==> src/rtl/alu_rs.sv <==
// ALU reservation station: age-ordered entries with CDB wakeup and
// oldest-ready issue; a stalled issue stays locked on its entry.
module alu_rs #(
  parameter int DEPTH = 4,
  parameter int TAG_W = 6
) (
  input  logic                       clk,
  input  logic                       rst_n,
  input  logic                       disp_valid,
  output logic                       disp_ready,
  input  logic [3:0]                 disp_ctrl,
  input  logic                       disp_alusrc,
  input  logic [31:0]                disp_imm,
  input  logic [31:0]                disp_rs1_val,
  input  logic [31:0]                disp_rs2_val,
  input  logic                       disp_rs1_rdy,
  input  logic                       disp_rs2_rdy,
  input  logic [TAG_W-1:0]           disp_rs1_tag,
  input  logic [TAG_W-1:0]           disp_rs2_tag,
  input  logic [TAG_W-1:0]           disp_dest_tag,
  input  logic                       cdb_valid,
  input  logic [TAG_W-1:0]           cdb_tag,
  input  logic [31:0]                cdb_value,
  input  logic                       flush,
  output logic                       iss_valid,
  input  logic                       iss_ready,
  output logic [31:0]                iss_rs1,
  output logic [31:0]                iss_rs2,
  output logic [31:0]                iss_imm,
  output logic [3:0]                 iss_alu_ctrl,
  output logic                       iss_alusrc,
  output logic [TAG_W-1:0]           iss_dest_tag,
  output logic [$clog2(DEPTH):0]     occupancy,
  output logic                       illegal_op
);

  localparam int CW = $clog2(DEPTH) + 1;
  localparam int IW = (DEPTH > 1) ? $clog2(DEPTH) : 1;

  typedef struct packed {
    logic [3:0]       ctrl;
    logic             alusrc;
    logic [31:0]      imm;
    logic [31:0]      v1;
    logic             r1;
    logic [TAG_W-1:0] t1;
    logic [31:0]      v2;
    logic             r2;
    logic [TAG_W-1:0] t2;
    logic [TAG_W-1:0] dest;
  } ent_t;

  // Slot 0 is always the oldest entry; frees compact the array.
  ent_t          q  [DEPTH];
  ent_t          w  [DEPTH];
  ent_t          nq [DEPTH];
  ent_t          nd;
  ent_t          cur;
  logic [CW-1:0] cnt;
  logic [CW-1:0] ncnt;
  logic [CW-1:0] wp;
  logic          lock;
  logic [IW-1:0] lock_idx;
  logic          found;
  logic [IW-1:0] pick;
  logic [IW-1:0] sel;
  logic          legal;
  logic          do_disp;
  logic          do_iss;

  always_comb begin
    legal = 1'b0;
    unique case (disp_ctrl)
      4'b0000, 4'b0001, 4'b0010,
      4'b0110, 4'b0011, 4'b1110: legal = 1'b1;
      default:                   legal = 1'b0;
    endcase
  end

  always_comb begin
    found = 1'b0;
    pick  = '0;
    for (int i = DEPTH - 1; i >= 0; i--) begin
      if (i < int'(cnt) && q[i].r1 && q[i].r2) begin
        found = 1'b1;
        pick  = IW'(i);
      end
    end
  end

  assign sel        = lock ? lock_idx : pick;
  assign cur        = q[sel];
  assign iss_valid  = lock | found;
  assign disp_ready = (cnt < CW'(DEPTH));
  assign occupancy  = cnt;
  assign do_disp    = disp_valid && disp_ready && !flush;
  assign do_iss     = iss_valid && iss_ready && !flush;

  always_comb begin
    iss_rs1      = '0;
    iss_rs2      = '0;
    iss_imm      = '0;
    iss_alu_ctrl = '0;
    iss_alusrc   = 1'b0;
    iss_dest_tag = '0;
    if (iss_valid) begin
      iss_rs1      = cur.v1;
      iss_rs2      = cur.v2;
      iss_imm      = cur.imm;
      iss_alu_ctrl = cur.ctrl;
      iss_alusrc   = cur.alusrc;
      iss_dest_tag = cur.dest;
    end
  end

  always_comb begin
    nd        = '0;
    nd.ctrl   = disp_ctrl;
    nd.alusrc = disp_alusrc;
    nd.imm    = disp_imm;
    nd.dest   = disp_dest_tag;
    nd.t1     = disp_rs1_tag;
    nd.r1     = disp_rs1_rdy || (cdb_valid && disp_rs1_tag == cdb_tag);
    nd.v1     = disp_rs1_rdy ? disp_rs1_val : cdb_value;
    if (disp_alusrc) begin
      nd.r2 = 1'b1;
      nd.v2 = '0;
      nd.t2 = '0;
    end else begin
      nd.t2 = disp_rs2_tag;
      nd.r2 = disp_rs2_rdy || (cdb_valid && disp_rs2_tag == cdb_tag);
      nd.v2 = disp_rs2_rdy ? disp_rs2_val : cdb_value;
    end
  end

  always_comb begin
    for (int i = 0; i < DEPTH; i++) begin
      w[i] = q[i];
      if (cdb_valid && !w[i].r1 && w[i].t1 == cdb_tag) begin
        w[i].r1 = 1'b1;
        w[i].v1 = cdb_value;
      end
      if (cdb_valid && !w[i].r2 && w[i].t2 == cdb_tag) begin
        w[i].r2 = 1'b1;
        w[i].v2 = cdb_value;
      end
    end
    wp = cnt - CW'(do_iss);
    for (int i = 0; i < DEPTH; i++) begin
      nq[i] = w[i];
      if (do_iss && i >= int'(sel))
        nq[i] = w[(i + 1) % DEPTH];
      if (do_disp && i == int'(wp))
        nq[i] = nd;
    end
    ncnt = cnt + CW'(do_disp) - CW'(do_iss);
  end

  always_ff @(posedge clk or negedge rst_n) begin
    if (!rst_n) begin
      for (int i = 0; i < DEPTH; i++) q[i] <= '0;
      cnt        <= '0;
      lock       <= 1'b0;
      lock_idx   <= '0;
      illegal_op <= 1'b0;
    end else begin
      for (int i = 0; i < DEPTH; i++) q[i] <= nq[i];
      cnt        <= flush ? '0 : ncnt;
      lock       <= iss_valid && !iss_ready && !flush;
      lock_idx   <= sel;
      illegal_op <= do_disp && !legal;
    end
  end

endmodule

==> config.mk <==
export PLATFORM = sky130hd
export DESIGN_NAME = alu_rs
export DESIGN_NICKNAME = d
export VERILOG_FILES = /design/src/rtl/alu_rs.sv
export SDC_FILE = /design/constraint.sdc
export NUM_CORES = 2
export LEC_CHECK = 0
export ABC_AREA = 0
export CAP_MARGIN = 20
export CORE_MARGIN = 2
export CORE_UTILIZATION = 40
export CTS_CLUSTER_SIZE = 28
export DETAILED_ROUTE_END_ITERATION = 10
export PLACE_DENSITY_LB_ADDON = 0.3
export SYNTH_ARGS = -nofsm -noshare
export SYNTH_HDL_FRONTEND = slang
export SYNTH_SLANG_ARGS = --single-unit
==> constraint.sdc <==
create_clock -name clk -period 4 [get_ports clk]
set_input_delay 0.4 -clock clk [delete_from_list [all_inputs] [get_ports clk]]
set_output_delay 0.4 -clock clk [all_outputs]
set_load 0.01 [all_outputs]
==> impl_metrics.py <==
metrics = {
    "critical_path": {
        "rr_startpoint": "occupancy[2]",
        "cp.required_ns": 3.60,
        "reg2reg_depth": 12,
        "r2r-end": "q[159]",
        "r2r_setup_slack_ns": 0.57,
        "critPathMaxFanout": 83,
        "end_kind": "output pin",
        "cp_data_arrival_time_ns": 3.54,
        "startpoint_type": "flop",
        "critical_path_class": "flop to output pin",
    },
    "sta": {
        "hold_ws_ns": 0.386,
        "maxSlewViolCount": 0,
        "worstMarginPinSlew_ns": 1.11,
        "timing.final.crit_share_pct": 98.4,
        "max_clock_freq_mhz": 254,
        "rsz0062_at_grt": "true",
        "setup_viol": 0,
        "clock_skew_ns": 0.0203,
        "hold_viol_final": 0,
        "slew_headroom_pct": 25.8,
        "period_needed_ns": 3.94,
    },
    "power": {
        "ir_drop_mv": 0.656,
        "p_leak_nw": 18.1,
        "p_per_area_nw_per_um2": 833,
    },
    "yosys": {
        "synthCells": 2533,
        "yosys.area_share.simple_pct": 1.81,
        "synth_compound_area_share_pct": 2.63,
        "syn-num-nets": 2703,
        "synth_top_area_share_pct": 39.4,
        "synth_area_leaders": "dfrtp_1 39%, mux2i_1 27%, mux2_2 22%",
        "ys_types": 41,
        "ys_top_cells_by_count": "839 x mux2i_1, 603 x mux2_2, 491 x dfrtp_1",
        "synth_xor_area_share_pct": 1.82,
        "syn_area_sq_um": 31200,
        "synth.mux.area_fraction_pct": 50.6,
        "ys.flop_type": "dfrtp_1",
        "ys_seq_area_share_pct": 39.4,
        "async_flop_share_pct": 100,
        "synth_warnings": 0,
        "yosysTopAreaCell": "dfrtp_1",
        "synth.most_common_cell": "mux2i_1",
        "yosys.area_share.adder_pct": 0.225,
        "synth_top_family_by_area": "multiplexers",
        "synth_enable_flop_cells": 0,
        "yosys_register_bits": 491,
        "syn_area_per_cell_sq_um": 12.3,
    },
    "min_path": {
        "hold_depth": 2,
        "hp-class": "input port to flop",
        "min_to": "lock",
        "min_from": "iss_ready",
    },
    "grt": {
        "antenna_found_initial": 7,
        "grt.overflow.total": 0,
        "grt_pass1_vias": 24200,
        "grt_usage_pct": 23.8,
        "grt_pass1_wl_microns": 148000,
        "grt_max_degree": 96,
    },
    "cts": {
        "clkLatencyLatePin_ns": 0.63,
        "clk_pin_slew_worst_paths_ns": 0.05,
        "cts_tree": "done",
        "cts_sinks": 491,
        "clockBufferDepth": 3,
        "cts_inserted_buffers": 58,
        "root_buffer": "clkbuf_16",
        "h-tree-depth": 2,
    },
    "layout": {
        "final_util_pct": 48.4,
        "area_growth_pct": 20.1,
        "drive_gt1_share_pct": 29.1,
        "fin_nets": 2888,
    },
    "drt": {
        "dr.pass1.iters": 5,
        "drc_errors": 0,
        "drt_iter0_drc": 1027,
        "wl_per_cell_microns": 25.6,
        "finalWirelength_microns": 97200,
        "ant_nets": 0,
        "avgViaCountPerCell": 5.74,
        "vias": 21800,
    },
    "floorplan": {
        "ioPinCount": 278,
        "initial_core_util_pct": 40.3,
        "die_height_microns": 283,
        "core_sq_um": 77300,
        "fp.dieW_microns": 283,
        "die_area_sq_um": 80200,
        "std_cell_rows": 102,
    },
    "place": {
        "post-dp-hpwl_microns": 59400,
        "io_buffers": 277,
        "place.gp.congestion": 0.813,
    },
    "run": {
        "drv_cap": 0,
    },
    "status": {
        "status": "finished clean",
    },
}
## sequential cells by signal, summed over array words and instances, names as in the netlist
name	cells
q	484
occupancy	3
lock_idx	2
illegal_op	1
lock	1
## per-stage QoR
stage	total power [mW]	instances	worst slack [ns]	cell area [sq um]	setup TNS (ns)
finish	31.2	3804	0.0630	37400	0
global route	33.0	3802	-0.0193	37400	-0.0349
CTS	31.2	3796	-0.0634	37300	-0.554
detailed placement	25.6	3688	0.303	35200	0
global placement	25.0	3688	0.430	35200	0
floorplan	19.6	2533	0.447	31200	0
## worst max path at each step
stage                     slack, ns  cells after the start     endpoint    startpoint
final                          0.06                      8  iss_rs1[22]  occupancy[2]
after global routing          -0.02                     10  iss_rs2[30]  occupancy[2]
after CTS                     -0.06                     10  iss_rs2[29]  occupancy[2]
after detailed placement       0.30                     10  iss_rs1[10]  occupancy[2]
after global placement         0.43                     10  iss_rs1[10]  occupancy[1]
after floorplan                0.45                     15       q[133]  occupancy[2]
## cells in the final DEF, fill, tap and decap left out, drive strengths merged, types with 2 or more instances in the layout
cell type	netlist	final
mux2i	839	839
mux2	655	655
dfrtp	491	491
clkdlybuf4s50	0	244
o22ai	108	108
clkbuf	100	90
buf	134	84
nor2	43	43
xor2	38	38
xnor2	26	26
dlygate4sd2	0	15
dlymetal6s2s	0	14
nor3b	13	13
nor3	10	10
nand4	9	9
clkinv	0	9
nor2b	8	8
nand2b	8	8
inv	7	8
nand2	8	8
a31oi	4	4
ha	4	4
bufinv	0	4
and3	4	4
o21ai	4	4
diode	0	3
a21oi	3	3
nand3	3	3
or2	2	2
## power by group
group          leakage [nW]  internal (mW)  switching [mW]
registers              6.11           7.30            1.55
logic                  11.1           8.80            8.12
clock network         0.955           3.24            2.15
## layout make-up
class	count	area (sq um)
timing repair buffer	359	3920
tap	1040	1300
inverter	7	26.3
fill	6883	39900
clock inverter	14	178
sequential	491	12300
multi-input combinational	1801	18000
clock buffer	89	1750
antenna	3	7.51
## worst max-delay path, cell delays in order (launching register included)
cell	delay, ns
dfrtp_1	0.38
inv_1	0.09
ha_1	0.22
nand3b_1	0.23
o21ai_2	0.30
a32oi_4	0.17
buf_12	0.24
o22ai_1	0.47
clkdlybuf4s50_1	0.61
## what timing repair did
item / CTS / global route
endpoints found under the setup margin: 106 / 80
buffers inserted: 3 / 4
hold buffers: 1 / 0
pin swaps: 1 / 0
gates cloned: 1 / 1
endpoints found under the hold margin: 86 / 0
gates resized for setup: 33 / 24
## kinds of logic after synthesis
family / after synthesis
DFF: 491
buffers and inverters: 241
and+or+nand+nor: 110
adders and majority gates: 5
xor gates and xnor gates: 64
muxes: 1494
AOI/OAI and AO/OA: 128
## metal layers
layer	track usage, %	vias to the layer above	wire length (microns)
met2	40.2	585	47100
met1	30.0	11300	41600
met5	0	-	55
met3	5.33	181	5660
met4	7.99	8	2880
li1	-	9727	-
Power figures use the tool's default switching activity.
